`src/rtl/dflow_generator_ctrl.sv`:
```
// Run-control sequencer for dflow_generator_datapath: soft reset, calibration wait, store, drain, replay passes.
// Optional replay watchdog enabled by defining DFLOW_CTRL_WATCHDOG_EN.
module dflow_generator_ctrl #(
  parameter int QDR_ADDR_WIDTH     = 19,
  parameter int REPLAY_COUNT_WIDTH = 32,
  parameter int STORE_CNT_WIDTH    = 32,
  parameter int RST_CYCLES         = 16,
  parameter int DRAIN_CYCLES       = 64,
  parameter int WDOG_CYCLES        = 1048576
) (
  input  logic                          clk,
  input  logic                          resetn,
  input  logic                          cfg_start,
  input  logic                          cfg_abort,
  input  logic [STORE_CNT_WIDTH-1:0]    cfg_store_num,
  input  logic [REPLAY_COUNT_WIDTH-1:0] cfg_replay_count,
  input  logic [QDR_ADDR_WIDTH-1:0]     cfg_addr_low,
  input  logic [QDR_ADDR_WIDTH-1:0]     cfg_addr_high,
  input  logic                          init_calib_complete,
  input  logic                          tuple_in_vld,
  input  logic                          tuple_in_ready,
  input  logic                          compelete_replay,
  output logic                          sw_rst,
  output logic                          start_store,
  output logic                          start_replay,
  output logic [QDR_ADDR_WIDTH-1:0]     mem_addr_low,
  output logic [QDR_ADDR_WIDTH-1:0]     mem_addr_high,
  output logic                          busy,
  output logic                          done,
  output logic                          cfg_err,
  output logic                          abort_flag,
  output logic                          timeout_err,
  output logic [2:0]                    state_o,
  output logic [STORE_CNT_WIDTH-1:0]    stored_cnt,
  output logic [REPLAY_COUNT_WIDTH-1:0] replay_iter
);
  typedef enum logic [2:0] {
    IDLE = 3'd0, RST = 3'd1, CALIB = 3'd2, STORE = 3'd3,
    DRAIN = 3'd4, REPLAY = 3'd5, REARM = 3'd6, DONE = 3'd7
  } state_t;

  // Limit arithmetic wide enough for both the window size and the store counter
  localparam int LW = (STORE_CNT_WIDTH > QDR_ADDR_WIDTH + 1) ? STORE_CNT_WIDTH : QDR_ADDR_WIDTH + 1;

  state_t                        state, nxt;
  logic [31:0]                   tmr;
  logic [LW-1:0]                 limit, limit_new, cap, num_ext;
  logic [REPLAY_COUNT_WIDTH-1:0] rc_q, iter_inc;
  logic                          comp_q, rise, hs;
  logic                          latch, set_err, do_abort, do_tmo;

  assign hs        = tuple_in_vld & tuple_in_ready;
  assign rise      = compelete_replay & ~comp_q;
  assign iter_inc  = (&replay_iter) ? replay_iter : replay_iter + 1'b1;
  assign cap       = LW'(cfg_addr_high) - LW'(cfg_addr_low) + LW'(1);
  assign num_ext   = LW'(cfg_store_num);
  assign limit_new = (num_ext != '0 && num_ext <= cap) ? num_ext : cap;
  assign state_o   = state;

  always_comb begin
    nxt      = state;
    latch    = 1'b0;
    set_err  = 1'b0;
    do_abort = 1'b0;
    do_tmo   = 1'b0;
    case (state)
      IDLE, DONE: if (cfg_start) begin
        if (cfg_addr_high < cfg_addr_low) begin
          set_err = 1'b1;
          nxt     = IDLE;
        end else begin
          latch = 1'b1;
          nxt   = RST;
        end
      end
      RST:    if (tmr == 32'(RST_CYCLES - 1)) nxt = CALIB;
      CALIB:  if (init_calib_complete) nxt = STORE;
      STORE:  if (hs && (LW'(stored_cnt) + LW'(1) == limit)) nxt = DRAIN;
      DRAIN:  if (tmr == 32'(DRAIN_CYCLES - 1)) nxt = REPLAY;
      REPLAY: begin
        if (rise) begin
          nxt = (rc_q != '0 && iter_inc == rc_q) ? DONE : REARM;
`ifdef DFLOW_CTRL_WATCHDOG_EN
        end else if (tmr == 32'(WDOG_CYCLES - 1)) begin
          do_tmo = 1'b1;
          nxt    = IDLE;
`endif
        end
      end
      REARM:  if (!compelete_replay) nxt = REPLAY;
      default: nxt = IDLE;
    endcase
    // Abort overrides everything, including a simultaneous start
    if (cfg_abort) begin
      nxt      = IDLE;
      latch    = 1'b0;
      set_err  = 1'b0;
      do_tmo   = 1'b0;
      do_abort = (state != IDLE);
    end
  end

  always_ff @(posedge clk or negedge resetn) begin
    if (!resetn) begin
      state         <= IDLE;
      tmr           <= '0;
      comp_q        <= 1'b0;
      sw_rst        <= 1'b0;
      start_store   <= 1'b0;
      start_replay  <= 1'b0;
      busy          <= 1'b0;
      done          <= 1'b0;
      cfg_err       <= 1'b0;
      abort_flag    <= 1'b0;
      mem_addr_low  <= '0;
      mem_addr_high <= '0;
      rc_q          <= '0;
      limit         <= '0;
      stored_cnt    <= '0;
      replay_iter   <= '0;
    end else begin
      state        <= nxt;
      comp_q       <= compelete_replay;
      // Timer restarts on every state change; RST, DRAIN and the watchdog share it
      tmr          <= (nxt != state) ? '0 : tmr + 32'd1;
      sw_rst       <= (nxt == RST) | do_abort | do_tmo;
      start_store  <= (nxt == STORE);
      start_replay <= (nxt == REPLAY);
      busy         <= (nxt != IDLE) && (nxt != DONE);
      done         <= (nxt == DONE);
      if (latch) begin
        mem_addr_low  <= cfg_addr_low;
        mem_addr_high <= cfg_addr_high;
        rc_q          <= cfg_replay_count;
        limit         <= limit_new;
        stored_cnt    <= '0;
        replay_iter   <= '0;
        cfg_err       <= 1'b0;
        abort_flag    <= 1'b0;
      end else begin
        if (set_err)  cfg_err    <= 1'b1;
        if (do_abort) abort_flag <= 1'b1;
        if (state == STORE && hs && !cfg_abort)    stored_cnt  <= stored_cnt + 1'b1;
        if (state == REPLAY && rise && !cfg_abort) replay_iter <= iter_inc;
      end
    end
  end

`ifdef DFLOW_CTRL_WATCHDOG_EN
  always_ff @(posedge clk or negedge resetn) begin
    if (!resetn)     timeout_err <= 1'b0;
    else if (latch)  timeout_err <= 1'b0;
    else if (do_tmo) timeout_err <= 1'b1;
  end
`else
  assign timeout_err = 1'b0;
`endif

endmodule

```
`config.mk`:
```
export PLATFORM = sky130hd
export DESIGN_NAME = dflow_generator_ctrl
export DESIGN_NICKNAME = d
export VERILOG_FILES = /design/src/rtl/dflow_generator_ctrl.sv
export SDC_FILE = /design/constraint.sdc
export NUM_CORES = 1
export LEC_CHECK = 0
export CAP_MARGIN = 20
export CELL_PAD_IN_SITES_DETAIL_PLACEMENT = 0
export CELL_PAD_IN_SITES_GLOBAL_PLACEMENT = 2
export CORE_MARGIN = 3
export CORE_UTILIZATION = 25
export DETAILED_ROUTE_END_ITERATION = 6
export PLACE_DENSITY_LB_ADDON = 0.15
export SLEW_MARGIN = 40
export SYNTH_ARGS = -nofsm -noshare
export SYNTH_HDL_FRONTEND = slang
export SYNTH_SLANG_ARGS = --single-unit
```
`constraint.sdc`:
```
create_clock -name clk -period 8.2 [get_ports clk]
set_input_delay 1.64 -clock clk [delete_from_list [all_inputs] [get_ports clk]]
set_output_delay 1.64 -clock clk [all_outputs]
set_load 0.02 [all_outputs]
```
; ---- After elaboration in Yosys (flattened, before gate mapping)
; Index checks and enable logic that the tools add are counted.
; Widths: inputs -> output; s select.
[totals]
output_inout_bits = 113
in_bits = 110
ff_bits = 209
ram_bits = 0
word_cells = 95
latchBits = 0
rom_bits = 0
n_memories = 0
[classes]
div_mod_pow = 0
order_cmp = 2
add_sub_neg = 5
n_bitwise = 4
reduce_logical = 20
n_eq_ne = 17
n_mul = 0
mux = 31
n_shift = 0
[ops]
columns = cell, count
row1 = $mux 32, 7
row2 = $add 32x1->32 const B, 3
row3 = $eq 32x32->1, 2
row4 = $reduce_bool 32->1, 2
row5 = $eq 32x4->1 const B, 1
row6 = $eq 32x6->1 const B, 1
row7 = $le 32x32->1, 1
row8 = $reduce_and 32->1, 1
row9 = $mux 3, 8
row10 = $add 20x2->21 const B, 1
row11 = $pmux 3 s7, 1
row12 = $sub 19x19->20, 1
row13 = $lt 19x19->1, 1
row14 = $eq 3x3->1 const B, 6
row15 = $mux 1, 15
row16 = $eq 3x2->1 const B, 3
row17 = $logic_and 1x1->1, 8
row18 = $reduce_bool 2->1, 4
row19 = $eq 3x1->1 const B, 2
row20 = $reduce_bool 3->1, 2
row21 = $logic_not 3->1, 1
row22 = $ne 3x3->1, 1
row23 = $ne 3x3->1 const B, 1
row24 = $and 1x1->1, 2
row25 = 4 further kinds, 4

; ---- Logic depth before layout (Yosys ltp)
[logic_depth]
depth_word = 10
depth_mapped = 24
mapped_depth_nobuf = 23

; ---- Least setup slack after synthesis
; No wires, ideal clock.
[synth_path]
path_kind = input -> register
from = input port cfg_addr_high[0]
to = register limit[20]
setup_slack_ns = 1.237
path_stages = 22
setup_time_ns = 0.127
required_time_ns = 8.073
arrival_time_ns = 6.837
n_path_buf = 2
path_cell_list = inv_1 -> ha_1 -> fa_1 -> xnor2_1 -> nand4_1 -> a2111oi_2 -> or4b_1 -> clkbuf_2 -> nand4bb_4 -> o21ai_4 -> ha_1 -> a21o_1 -> maj3_1 -> a211o_1 -> a21oi_1 -> a21oi_1 -> a2bb2oi_1 -> a211oi_1 -> o211ai_2 -> nor3b_4 -> buf_6 -> a221o_2
[synth_via]
elab_chain_len = 5
word_cells_on_any_way = 10
cone_classes = 2 x add/sub / 2 x order compare / 5 x mux / 1 x reduce/logical
[synth_rtl]
columns = element, line_no
row1 = "start, declared", 18  ; input logic [QDR_ADDR_WIDTH-1:0] cfg_addr_high,
row2 = $sub 19x19->20 or $lt 19x19->1 (tied branches), "55, 68"
row3 = $add 20x2->21 or $mux 1 (tied branches), "55, 68"
row4 = $le 32x32->1 or $mux 1 (tied branches), "57, 67"
row5 = $logic_and 1x1->1 or $mux 1 (tied branches), "57, 66"
row6 = $mux 32 or $mux 1 (tied branches), "57, 94"
row7 = "end signal, assigned", 135  ; limit <= limit_new;
row8 = "end, declared", 47  ; logic [LW-1:0] limit, limit_new, cap, num_ext;
; Several ways; a longest one is shown, not always the timed one.
; A chain may end at the register's enable or synchronous reset.

; ---- Worst setup path after layout
[layout_path]
from = input port cfg_addr_high[0]
to = register limit[1]
; The elaborated chain is that of the path after synthesis.

==> qor.txt <==
setup TNS -> 0 ns
Inserted Clock Buffers -> 29
root buf cell -> clkbuf_16
total placed cells including tap cells -> 2589
hold buffer count at CTS -> 0
drt wl/cell -> 18.83 um
vias in the first global route -> 12580
Antenna Nets Post-Route -> 0
initial core utilization -> 0.2545
ranking of synthesized cells by area -> dfrtp_1, nand2_1, xnor2_1
CP top delay family -> compound AO/OA/AOI/OAI gates
Post-synth top cells -> nand2_1, dfrtp_1, nor2_1
CTS HTree Levels -> 1
Crit Path Category -> input pin to flop
maximum vdd drop -> 0.1747 mV
CP Data Arrival Time -> 7.78 ns
Hold Slack -> 0.4589 ns
fill count -> 5913
CTS tree -> yes
Reg area -> 0.005230 sq mm
die area -> 0.05941 sq mm
Hold Path Class -> flop to flop
most frequent cell after synthesis -> nand2_1
Slew Viols, Final -> 0
Post-Layout Cell Count -> 2642
vias per inst -> 4.842
Port Buffers -> 221
crit path capture type -> flop
Post-synth ARST share -> 1.000
Critical Path Start Type -> input pin
RSZ-0062 raised after global routing -> false
Pwr Density -> 233.0 mW/mm^2
CP max-delay cell -> or4b_1
crit-path cells -> clkdlybuf4s50_1, inv_1, ha_1, fa_1, xnor2_1, nand4_1, a2111oi_2, or4b_1, nand4bb_4, o21ai_4, buf_4, ha_1, a21o_1, a21o_1, a211o_1, a21oi_1, a21oi_1, a2bb2oi_1, a211oi_1, o211ai_2, buf_4, and3_1, a221o_1
share of cells above drive strength 1 -> 0.05491
register area share after synthesis -> 0.3701
initial antenna violation count -> 1
CTS clock-pin slew for the worst setup and hold paths -> 0.06 ns
status -> complete, no violations
post-synthesis register bit count -> 209
Post-route DRC -> 0
vias after detailed routing -> 12790
crit-path max cell delay -> 0.59 ns
post-placement cell area -> 0.01708 sq mm
Site Rows -> 86
Post-Syn Area -> 0.01413 sq mm
Clock Skews -> 0.01221 ns
Final Util -> 0.3257
yosys warns -> 0
Final HPWL DP -> 38110 um
die extent in x -> 243.8 um
maxcap violations -> 0
drt first pass iters -> 5
GR Overflow Total -> 0
Netlist cell types -> 79
postcts setup bufs -> 0
multi-input logic area -> 0.008354 sq mm
Rel. slew slack -> 0.4524
fmax -> 136.7 MHz
Primary FF master, synth -> dfrtp_1
area leader, netlist -> dfrtp_1
Buf/Inv on CP -> 4
GP Congestion -> 0.7988
syn_nets -> 1859
Clk Latency, worst-skew pair -> 0.59 ns
period utilization -> 0.8922
Post-Synthesis Cells -> 1696
crit path time final -> 7.316 ns
ANT cells -> 0
Fin. Hold Viols -> 0
# setup viols final -> 0
first-pass GRT wire length -> 76910 um
worst-path fanout max -> 28
WL final -> 49740 um
Starting DRT DRC Count -> 636
worst slew pin tran -> 0.8128 ns
Clock Path Buffers -> 3
Post-synth EDFFs -> 0
Synth top area share -> 0.3701
Boundary Pins -> 223
CTS resizes -> 0
Core Region -> 0.05552 sq mm
CP Data Required Time -> 8.66 ns
CTS Sinks -> 209
final instance area -> 0.01808 sq mm
Post-Syn Area per Cell -> 8.332 sq um
layout net count -> 2035
Layout area overhead -> 27.97%
pin count of the biggest net entering global routing -> 126
Leak -> 7.501 nW
Tot GR Track Use -> 0.1623
Die Y -> 243.8 um
==> routing by layer <==
metal / GRT usage / part of all wire / routed length (um)
met5: 0 / 0.00024 / 12
met4: 0.02621 / 0.015 / 762
met3: 0.02818 / 0.038 / 1900
met2: 0.2733 / 0.47 / 23620
met1: 0.2214 / 0.47 / 23440
==> cell usage in the layout, fill, tap and decap left out, types with 8 or more instances in the layout <==
master,instances
mux2i_1,12
a211oi_1,16
clkdlybuf4s50_1,220
a21o_1,18
and3_1,31
nor4_1,37
o211ai_1,9
a22o_1,9
or4_1,9
and4_1,10
o21a_1,14
dfrtp_1,209
nor2_1,168
a21oi_1,37
nand2b_1,8
nor2b_1,10
o21ai_0,72
a31oi_1,14
nand4_1,40
clkbuf_16,29
o2111ai_1,8
ha_1,52
or3_1,16
inv_1,50
a221o_2,9
nor3_1,48
xor2_1,81
buf_4,16
xnor2_1,117
and2_1,23
nand3_1,62
nand2_1,292
a221o_1,8
o21ai_1,8
==> kinds of logic (layout without fill, tap and decap cells) <==
family	Yosys count	count (layout)	synth area share
buffers and inverters	144	342	0.04091
AOI/OAI and AO/OA	281	281	0.1381
xor gates and xnor gates	198	198	0.1227
and+or+nand+nor	794	794	0.2688
other	1	1	0.0002654
DFF	209	209	0.3701
adders and majority gates	54	54	0.04817
muxes	15	15	0.01089
==> through the flow <==
stage | total power (W) | worst slack (ns)
after floorplan | 0.002335 | 1.237
after global placement | 0.002913 | 0.3462
after detailed placement | 0.002925 | 0.2928
after CTS | 0.004294 | 0.8616
after global routing | 0.004495 | 0.4718
final | 0.004214 | 0.8840
==> report_power, final <==
group	switching, W	internal, W
clock network	0.000521	0.000806
logic	0.000727	0.000636
registers	0.000254	0.00127
total	0.00150	0.00271
==> worst paths after layout <==
kind / startpoint / endpoint / slack (ns) / cells after the start
setup / recovery: cfg_addr_high[0] / limit[1] / 0.88 / 23
hold / removal: tmr[0] / tmr[0] / 0.46 / 1
setup reg to reg: replay_iter[0] / tmr[28] / 3.21 / 14
hold reg to reg: tmr[0] / tmr[0] / 0.46 / 1
max in group asynchronous: resetn / mem_addr_high[8] / 5.97 / 2
min in group asynchronous: resetn / tmr[10] / 1.05 / 1
==> state kept, by name (all words and copies together), names as in the netlist <==
name / cells
busy: 1
tmr: 32
mem_addr_high: 19
cfg_err: 1
state_o: 3
mem_addr_low: 19
rc_q: 32
done: 1
start_replay: 1
replay_iter: 32
sw_rst: 1
abort_flag: 1
stored_cnt: 32
comp_q: 1
start_store: 1
limit: 32
==> cell type report <==
cell class / count / area share
multi-input cells: 1343 / 0.4620
flip-flops and latches: 209 / 0.2892
repair buffers: 239 / 0.1315
well taps: 748 / 0.05175
clock buffers: 40 / 0.04629
inverters: 50 / 0.01038
clock inverters: 13 / 0.008925
Note: power is estimated with default switching activity, not from simulation.
